[src/rtl/ksa_pkg.sv]
// Shared constants and types for the S-array RAM arbiter and its requesters.
package ksa_pkg;

   localparam int ADDR_W = 8;
   localparam int DATA_W = 8;

   localparam int REQ_INIT = 0;
   localparam int REQ_KSA  = 1;
   localparam int REQ_PRGA = 2;

   typedef enum logic {
      ARB  = 1'b0,
      HOLD = 1'b1
   } arb_state_t;

   function automatic int idx_width(input int n);
      return (n > 1) ? $clog2(n) : 1;
   endfunction

endpackage

[src/rtl/s_ram_arbiter_rr_pick.sv]
// rr_pick: combinational round-robin pick, scanning upward from ptr_i+1 with wrap.
module rr_pick #(
   parameter int N_REQ = 3,
   parameter int IDX_W = 2
) (
   input  logic [N_REQ-1:0] req_i,
   input  logic [IDX_W-1:0] ptr_i,
   output logic [N_REQ-1:0] win_o,
   output logic [IDX_W-1:0] idx_o,
   output logic             any_o
);

   always_comb begin
      int k;
      // NOTE: every output gets a default before the scan so no latch is inferred.
      win_o = '0;
      idx_o = '0;
      any_o = 1'b0;
      for (int i = 1; i <= N_REQ; i++) begin
         k = (int'(ptr_i) + i) % N_REQ;
         if (!any_o && req_i[k]) begin
            any_o    = 1'b1;
            win_o[k] = 1'b1;
            idx_o    = IDX_W'(k);
         end
      end
   end

endmodule

[src/rtl/s_ram_arbiter.sv]
// s_ram_arbiter: round-robin arbiter with ownership lock for the single-port S-array RAM.
// Optional forced release of an idle lock: define LOCK_TIMEOUT_EN.
module s_ram_arbiter
   import ksa_pkg::*;
#(
   parameter int N_REQ    = 3,
   parameter int LOCK_MAX = 16
) (
   input  logic                    clk,
   input  logic                    reset,
   input  logic [N_REQ-1:0]        req,
   input  logic [N_REQ-1:0]        lock,
   input  logic [N_REQ-1:0]        wr,
   input  logic [N_REQ*ADDR_W-1:0] addr,
   input  logic [N_REQ*DATA_W-1:0] wdata,
   output logic [N_REQ-1:0]        gnt,
   output logic [N_REQ-1:0]        rvalid,
   output logic [DATA_W-1:0]       rdata,
   output logic [N_REQ-1:0]        lock_err,
   output logic [ADDR_W-1:0]       ram_address,
   output logic [DATA_W-1:0]       ram_data,
   output logic                    ram_wren,
   input  logic [DATA_W-1:0]       ram_q
);

   localparam int               IDX_W    = idx_width(N_REQ);
   localparam logic [IDX_W-1:0] PTR_INIT = IDX_W'(N_REQ - 1);

   arb_state_t        state_q;
   logic [IDX_W-1:0]  ptr_q;
   logic [IDX_W-1:0]  owner_q;
   logic [N_REQ-1:0]  rd_pend_q;
   logic [ADDR_W-1:0] addr_q;
   logic [DATA_W-1:0] data_q;

   logic [N_REQ-1:0]  pick_oh;
   logic [IDX_W-1:0]  pick_idx;
   logic              pick_any;
   logic [IDX_W-1:0]  gidx;
   logic              gvalid;
   logic              lock_take;
   logic              force_rel;

   rr_pick #(
      .N_REQ (N_REQ),
      .IDX_W (IDX_W)
   ) u_pick (
      .req_i (req),
      .ptr_i (ptr_q),
      .win_o (pick_oh),
      .idx_o (pick_idx),
      .any_o (pick_any)
   );

   // In HOLD only the owner can be granted; everyone else stalls.
   always_comb begin
      gnt    = '0;
      gidx   = pick_idx;
      gvalid = 1'b0;
      if (!reset) begin
         if (state_q == ARB) begin
            gnt    = pick_oh;
            gvalid = pick_any;
         end else begin
            gidx          = owner_q;
            gvalid        = req[owner_q];
            gnt[owner_q]  = req[owner_q];
         end
      end
   end

   assign ram_address = gvalid ? addr[gidx*ADDR_W +: ADDR_W]  : addr_q;
   assign ram_data    = gvalid ? wdata[gidx*DATA_W +: DATA_W] : data_q;
   assign ram_wren    = gvalid & wr[gidx];
   assign rvalid      = reset ? '0 : rd_pend_q;
   assign rdata       = ram_q;

`ifdef LOCK_TIMEOUT_EN
   localparam int CNT_W = $clog2(LOCK_MAX + 1);

   logic [CNT_W-1:0] idle_cnt_q;
   logic             ign_q;
   logic [IDX_W-1:0] ign_idx_q;

   assign force_rel = !reset && (state_q == HOLD) && lock[owner_q] && !req[owner_q]
                      && (idle_cnt_q == CNT_W'(LOCK_MAX - 1));
   // A requester whose lock was forced off must drop lock once before it can lock again.
   assign lock_take = lock[gidx] && !(ign_q && (ign_idx_q == gidx));

   always_comb begin
      lock_err          = '0;
      lock_err[owner_q] = force_rel;
   end

   always_ff @(posedge clk) begin
      if (reset) begin
         idle_cnt_q <= '0;
         ign_q      <= 1'b0;
         ign_idx_q  <= '0;
      end else begin
         if ((state_q == HOLD) && !req[owner_q] && !force_rel) begin
            idle_cnt_q <= idle_cnt_q + 1'b1;
         end else begin
            idle_cnt_q <= '0;
         end
         if (force_rel) begin
            ign_q     <= 1'b1;
            ign_idx_q <= owner_q;
         end else if (!lock[ign_idx_q]) begin
            ign_q <= 1'b0;
         end
      end
   end
`else
   localparam int lock_max_unused = LOCK_MAX;

   assign force_rel = 1'b0;
   assign lock_take = lock[gidx];
   assign lock_err  = '0;
`endif

   // NOTE: sequential state uses non-blocking assignments so all registers sample pre-edge values.
   always_ff @(posedge clk) begin
      if (reset) begin
         state_q   <= ARB;
         ptr_q     <= PTR_INIT;
         owner_q   <= '0;
         rd_pend_q <= '0;
         addr_q    <= '0;
         data_q    <= '0;
      end else begin
         rd_pend_q <= (gvalid && !wr[gidx]) ? gnt : '0;
         addr_q    <= ram_address;
         data_q    <= ram_data;
         case (state_q)
            ARB: begin
               if (gvalid) begin
                  ptr_q <= gidx;
                  if (lock_take) begin
                     owner_q <= gidx;
                     state_q <= HOLD;
                  end
               end
            end
            HOLD: begin
               if (!lock[owner_q] || force_rel) begin
                  state_q <= ARB;
               end
            end
            default: state_q <= ARB;
         endcase
      end
   end

endmodule
[config.mk]
export PLATFORM = sky130hd
export DESIGN_NAME = s_ram_arbiter
export DESIGN_NICKNAME = d
export VERILOG_FILES = /design/src/rtl/ksa_pkg.sv /design/src/rtl/s_ram_arbiter_rr_pick.sv /design/src/rtl/s_ram_arbiter.sv
export SDC_FILE = /design/constraint.sdc
export NUM_CORES = 1
export LEC_CHECK = 0
export BUFFER_PORTS_ARGS = -buffer_cell sky130_fd_sc_hd__buf_2
export CAP_MARGIN = 20
export CELL_PAD_IN_SITES_DETAIL_PLACEMENT = 0
export CELL_PAD_IN_SITES_GLOBAL_PLACEMENT = 1
export CORE_UTILIZATION = 24
export CTS_CLUSTER_DIAMETER = 200
export DETAILED_ROUTE_END_ITERATION = 10
export MAX_ROUTING_LAYER = met4
export PLACE_DENSITY = 0.73
export SLEW_MARGIN = 25
export SYNTH_ARGS = -nofsm -noshare
export SYNTH_HDL_FRONTEND = slang
export SYNTH_SLANG_ARGS = --single-unit
[constraint.sdc]
create_clock -name clk -period 4.6 [get_ports clk]
set_clock_uncertainty 0.1 [all_clocks]
set_input_delay 0.69 -clock clk [delete_from_list [all_inputs] [get_ports clk]]
set_output_delay 0.69 -clock clk [all_outputs]
set_load 0.005 [all_outputs]
## Word level (Yosys, flattened, before mapping)

Index checks and enable logic that the tools add are counted.
Widths: inputs -> output; s select.

- Output and inout port bits: 34
- Input bits: 67
- Bits in registers: 24
- Logic and storage cells: 89

- Shift-type cells: 2
- Divide/modulo/power cells: 3
- $lt $le $gt $ge: 9
- Bitwise gates (word level): 6
- Multiplexer cells: 47
- Reductions and logical operators: 13
- Add/subtract/negate cells: 3

Operators with widths:

| kind | number |
|---|---|
| $ge 32x1->1 const B | 3 |
| $lt 32x4->1 const B | 3 |
| $mod 32x3->32 const B | 3 |
| $shiftx 24x6->8 | 2 |
| $mux 1 | 22 |
| $mux 3 | 6 |
| $mux 8 | 2 |
| $bmux 1 s2 | 7 |
| $mux 2 | 5 |
| $demux 1 s2 | 4 |
| $logic_and 1x1->1 | 7 |
| $add 2x2->3 const B | 2 |
| $lt 2x3->1 const B | 2 |
| $or 3x3->3 | 2 |
| $add 2x1->3 const B | 1 |
| $and 3x3->3 | 1 |
| $logic_not 1->1 | 3 |
| $reduce_and 3->1 | 1 |
| $ge 2x1->1 const B | 1 |
| $not 1->1 | 2 |
| $pmux 1 s2 | 1 |
| $reduce_and 2->1 | 1 |
| $reduce_or 2->1 | 1 |
| $and 1x1->1 | 1 |

## Logic depth before layout (Yosys ltp)

- Word-level depth: 20
- Mapped depth: 11
- Mapped depth without buffers: 9

## Modules after synthesis

From an unflattened synthesis, not the netlist that was laid out.

- Cell total of the unflattened synthesis: 220
- Area total of the unflattened synthesis: 1861.8 sq um

Modules (own cells, without submodules):

| module | sequential area each (sq um) | area each (sq um) | cells an instance | instances |
|---|---|---|---|---|
| s_ram_arbiter | 480.5 | 1580.3 | 180 | 1 |
| rr_pick | 0.0 | 281.5 | 40 | 1 |

## Least setup slack after synthesis

OpenSTA, ideal clock, no wires.

- Path type: register to output
- From: reg ptr_q[0]
- To: out ram_address[2]
- Stages on the path, launching flop included: 11
- Buffers on the path: 2
- Arrival time: 2.513 ns
- Required time: 3.810 ns
- Slack: 1.297 ns
- Cell sequence: dfxtp_1 -> inv_1 -> ha_1 -> mux2_4 -> a21o_1 -> or4_1 -> o211ai_2 -> nand2b_1 -> buf_2 -> clkbuf_1 -> o21ai_0

- Longest elaborated chain between the ends: 16
- Elaborated cells between the ends (all ways): 31
- Those cells by class: 3 x add/sub; 3 x div; 1 x shift; 20 x mux; 4 x reduce/logical

RTL lines:

| element | RTL line | source |
|---|---|---|
| from (decl) | s_ram_arbiter.sv:30 | `logic [IDX_W-1:0] ptr_q;` |
| from (signal assigned) | s_ram_arbiter.sv:138 | `ptr_q <= gidx;` |
| $add 2x1->3 | s_ram_arbiter_rr_pick.sv:20 | `k = (int'(ptr_i) + i) % N_REQ;` |
| $mod 32x3->32 | s_ram_arbiter_rr_pick.sv:20 |  |
| $bmux 1 s2 | s_ram_arbiter_rr_pick.sv:21 | `if (!any_o && req_i[k]) begin` |
| $mux 1 (implied by the code) (2 in series) | s_ram_arbiter_rr_pick.sv:21 |  |
| $mux 1 | s_ram_arbiter_rr_pick.sv:21 |  |
| $logic_not 1->1 | s_ram_arbiter_rr_pick.sv:21 |  |
| $logic_and 1x1->1 | s_ram_arbiter_rr_pick.sv:21 |  |
| $mux 1 | s_ram_arbiter_rr_pick.sv:21 |  |
| $logic_not 1->1 | s_ram_arbiter_rr_pick.sv:21 |  |
| $logic_and 1x1->1 | s_ram_arbiter_rr_pick.sv:21 |  |
| $mux 2 | s_ram_arbiter_rr_pick.sv:21 |  |
| $mux 2 | s_ram_arbiter.sv:61 | `if (state_q == ARB) begin` |
| $mux 2 | s_ram_arbiter.sv:60 | `if (!reset) begin` |
| $shiftx 24x6->8 | s_ram_arbiter.sv:72 | `assign ram_address = gvalid ? addr[gidx*ADDR_W +: ADDR_W] : addr_q;` |
| $mux 8 * | s_ram_arbiter.sv:72 |  |
| to (decl) | s_ram_arbiter.sv:20 | `output logic [ADDR_W-1:0] ram_address,` |

Every way passes the cells marked *; elsewhere a longest branch is shown, timed or not. The select of a mux whose other input is x is not followed.

## Worst setup path in the final report

- From: reg ptr_q[0]
- To: out ram_address[6]

Same word-level chain as after synthesis.

==> impl_metrics.env <==
export IMPL_status="finished, final reports clean"
export IMPL_seq_area_frac_synth_pct=25.0
export IMPL_io_buffer_count=81
export IMPL_worst_setup_path_end_kind="output port"
export IMPL_mostFrequentLayoutCells="81 x buf_2, 34 x o21ai_0, 24 x dfxtp_1"
export IMPL_pre_cts_ws_ns=0.647
export IMPL_synth_fa_ha_area_share_pct=2.60
export IMPL_core_um2=7730
export IMPL_synth_xor_area_share_pct=0
export IMPL_synth_edf_count=0
export IMPL_drc=0
export IMPL_synth_simple_area_share_pct=15.0
export IMPL_cts_buffer_depth=2
export IMPL_hold_buffers=0
export IMPL_grt_pass1_wl_mm=8.82
export IMPL_area_growth_pct=24.4
export IMPL_cp_arrival_ns=3.44
export IMPL_min_path_type="reg -> reg"
export IMPL_rows=32
export IMPL_die_area_um2=8390
export IMPL_wl_met3_um=313
export IMPL_synthArstFlopShare_pct=0
export IMPL_avgSynthCellArea_um2=8.16
export IMPL_powerDensity_nw_per_um2=612
export IMPL_ir_worst_vdd_v=0.000154
export IMPL_cts_sinks=24
export IMPL_start_kind="flip-flop"
export IMPL_routed_top_layer="met4"
export IMPL_antenna_found_initial=0
export IMPL_yosys_area_top_type_share_pct=25.0
export IMPL_fin_crit_sh_pct=91.9
export IMPL_maxSlewHeadroom_pct=53.5
export IMPL_post_cts_buffers=0
export IMPL_clk_pin_slew_ns=0.08
export IMPL_drtPass1Iterations=4
export IMPL_postRouteAntennaNets=0
export IMPL_synth_seq_cells=24
export IMPL_tns_ns=0
export IMPL_synth_distinct_cells=50
export IMPL_worst_slack_ns=0.372
export IMPL_cts_tree="yes"
export IMPL_finalWirelength_mm=5.55
export IMPL_grt_max_degree=34
export IMPL_setup_viol=0
export IMPL_leakagePower_nw=1.06
export IMPL_synth_area_leaders="dfxtp_1 25%, mux2i_1 10%, o21ai_0 8.8%"
export IMPL_synth_top_family_by_area="compound AO/OA/AOI/OAI gates"
export IMPL_die_x_um=91.6
export IMPL_cp_num_buf_inv=4
export IMPL_met1_length_mm=2.56
export IMPL_vias=2037
export IMPL_rsz0062_at_grt="false"
export IMPL_dr_wl_met2_mm=2.63
export IMPL_slowest_delay_ns=0.51
export IMPL_muxShareOfSynthArea_pct=11.9
export IMPL_final_common_cell="buf_2"
export IMPL_fillers=840
export IMPL_drt_iter0_markers=130
export IMPL_synthCells=236
export IMPL_slowest_stage="mux2i_2"
export IMPL_root_buffer="clkbuf_8"
export IMPL_synth_top_cell_by_area="dfxtp_1"
export IMPL_path_class="reg -> out"
export IMPL_grt_ovfl_total=0
export IMPL_synth_ff_type="dfxtp_1"
export IMPL_routedWlPerCell_um=13.9
export IMPL_multi_input_area_um2=1270
export IMPL_drive_gt1_share_pct=32.4
export IMPL_numCtsBuffers=3
export IMPL_r2r_slack_ns=0.98
export IMPL_cts_resized=0
export IMPL_routed_via_density=5.08
export IMPL_htreeDepth=1
export IMPL_max_cap_violations=0
export IMPL_ys_warn_count=0
export IMPL_grt_pass1_vias=1855
export IMPL_worstPathMaxFanout=16
export IMPL_gp_congestion=0.904
export IMPL_min_period_ns=4.23
export IMPL_slew_viol_final=0
export IMPL_synth_compound_area_share_pct=35.3
export IMPL_diodes=0
export IMPL_fp_dieH_um=91.6
export IMPL_crit_path_cell_trace="inv_1 > ha_1 > inv_1 > mux2i_2 > o311ai_1 > o21ai_0 > nand2b_1 > buf_4 > o21ai_0 > buf_2"
export IMPL_start_util_pct=24.9
export IMPL_pin_count=101
export IMPL_cp_top_family="buffers and inverters"
export IMPL_worstPathRequired_ns=3.81
export IMPL_fmax_ghz=0.237
export IMPL_clock_latency_ns=0.26
export IMPL_seqCellArea_um2=480
export IMPL_place_hpwl_mm=4.22
export IMPL_hold_viol=0
export IMPL_grt_total_usage_pct=13.4
export IMPL_final_nets=372
export IMPL_worst_pin_slew_ns=0.696
export IMPL_syn_area_um2=1930
==> metal layers <==
layer	up-vias	GRT usage, %
met3	6	2.09
met5	-	-
met4	0	2.51
met1	951	16.7
met2	69	22.8
li1	1011	-
==> flip-flops by register name, summed over array words and instances, names as in the netlist <==
name	count
addr_q	8
ptr_q	2
data_q	8
owner_q	2
state_q	1
rd_pend_q	3
==> final timing paths <==
kind / start / to / cells past startpoint
min: data_q[3] / data_q[3] / 2
min reg2reg: data_q[3] / data_q[3] / 2
max: ptr_q[0] / ram_address[6] / 10
max reg2reg: ptr_q[0] / owner_q[0] / 9
==> cell type report <==
class / count / share of cell area (%)
clock buffer: 3 / 1.72
inverter: 9 / 1.41
multi-input combinational: 177 / 53.0
sequential: 24 / 20.1
tap: 102 / 5.33
timing repair buffer: 86 / 18.5
==> through the flow <==
stage,total power [W],hold slack [ns],instances,utilization (%),instance area (µm²)
3_5_place_dp,0.00135,0.390,398,30.5,2350
3_3_place_gp,0.00135,0.379,398,30.5,2350
2_1_floorplan,0.00106,0.368,238,-,1930
5_1_grt,0.00160,0.434,401,31.0,2400
6_report,0.00147,0.404,401,31.0,2400
4_1_cts,0.00148,0.413,401,31.0,2400
==> cell usage after synthesis (6+ instances only) <==
cell type,instances
nand3_1,6
buf_4,11
nor2_1,12
nor2b_1,7
and2_1,6
a21oi_1,6
mux2i_1,20
clkbuf_1,11
inv_1,9
dfxtp_1,24
o21ai_0,34
a22oi_1,13
a32oi_1,13
==> power breakdown <==
part           leakage, nW  total (W)  internal [W]  switching (W)
combinational        0.840   0.000996      0.000445       0.000551
clock               0.0216   0.000124     0.0000585      0.0000658
sequential           0.199   0.000347      0.000292      0.0000550
total                 1.06    0.00147      0.000795       0.000671
==> worst reg2reg max path, stage by stage (launching register included) <==
cell and delay [ns]:
dfxtp_1 0.39, inv_1 0.08, ha_1 0.29, mux2_4 0.34, a21o_1 0.23, o311a_1 0.39
nor3_4 0.60, buf_4 0.32, or4b_4 0.52, a41o_1 0.26
==> logic make-up (layout without fill, tap and decap cells) <==
group | Yosys count | in the layout
adder cells (fa/ha/maj) | 4 | 4
AND/OR/NAND/NOR | 51 | 51
other | 1 | 3
multiplexers | 22 | 22
buffers and inverters | 37 | 98
flip-flops | 24 | 24
AO/OA/AOI/OAI | 97 | 97
No activity file was read; power rests on OpenSTA's default activity.
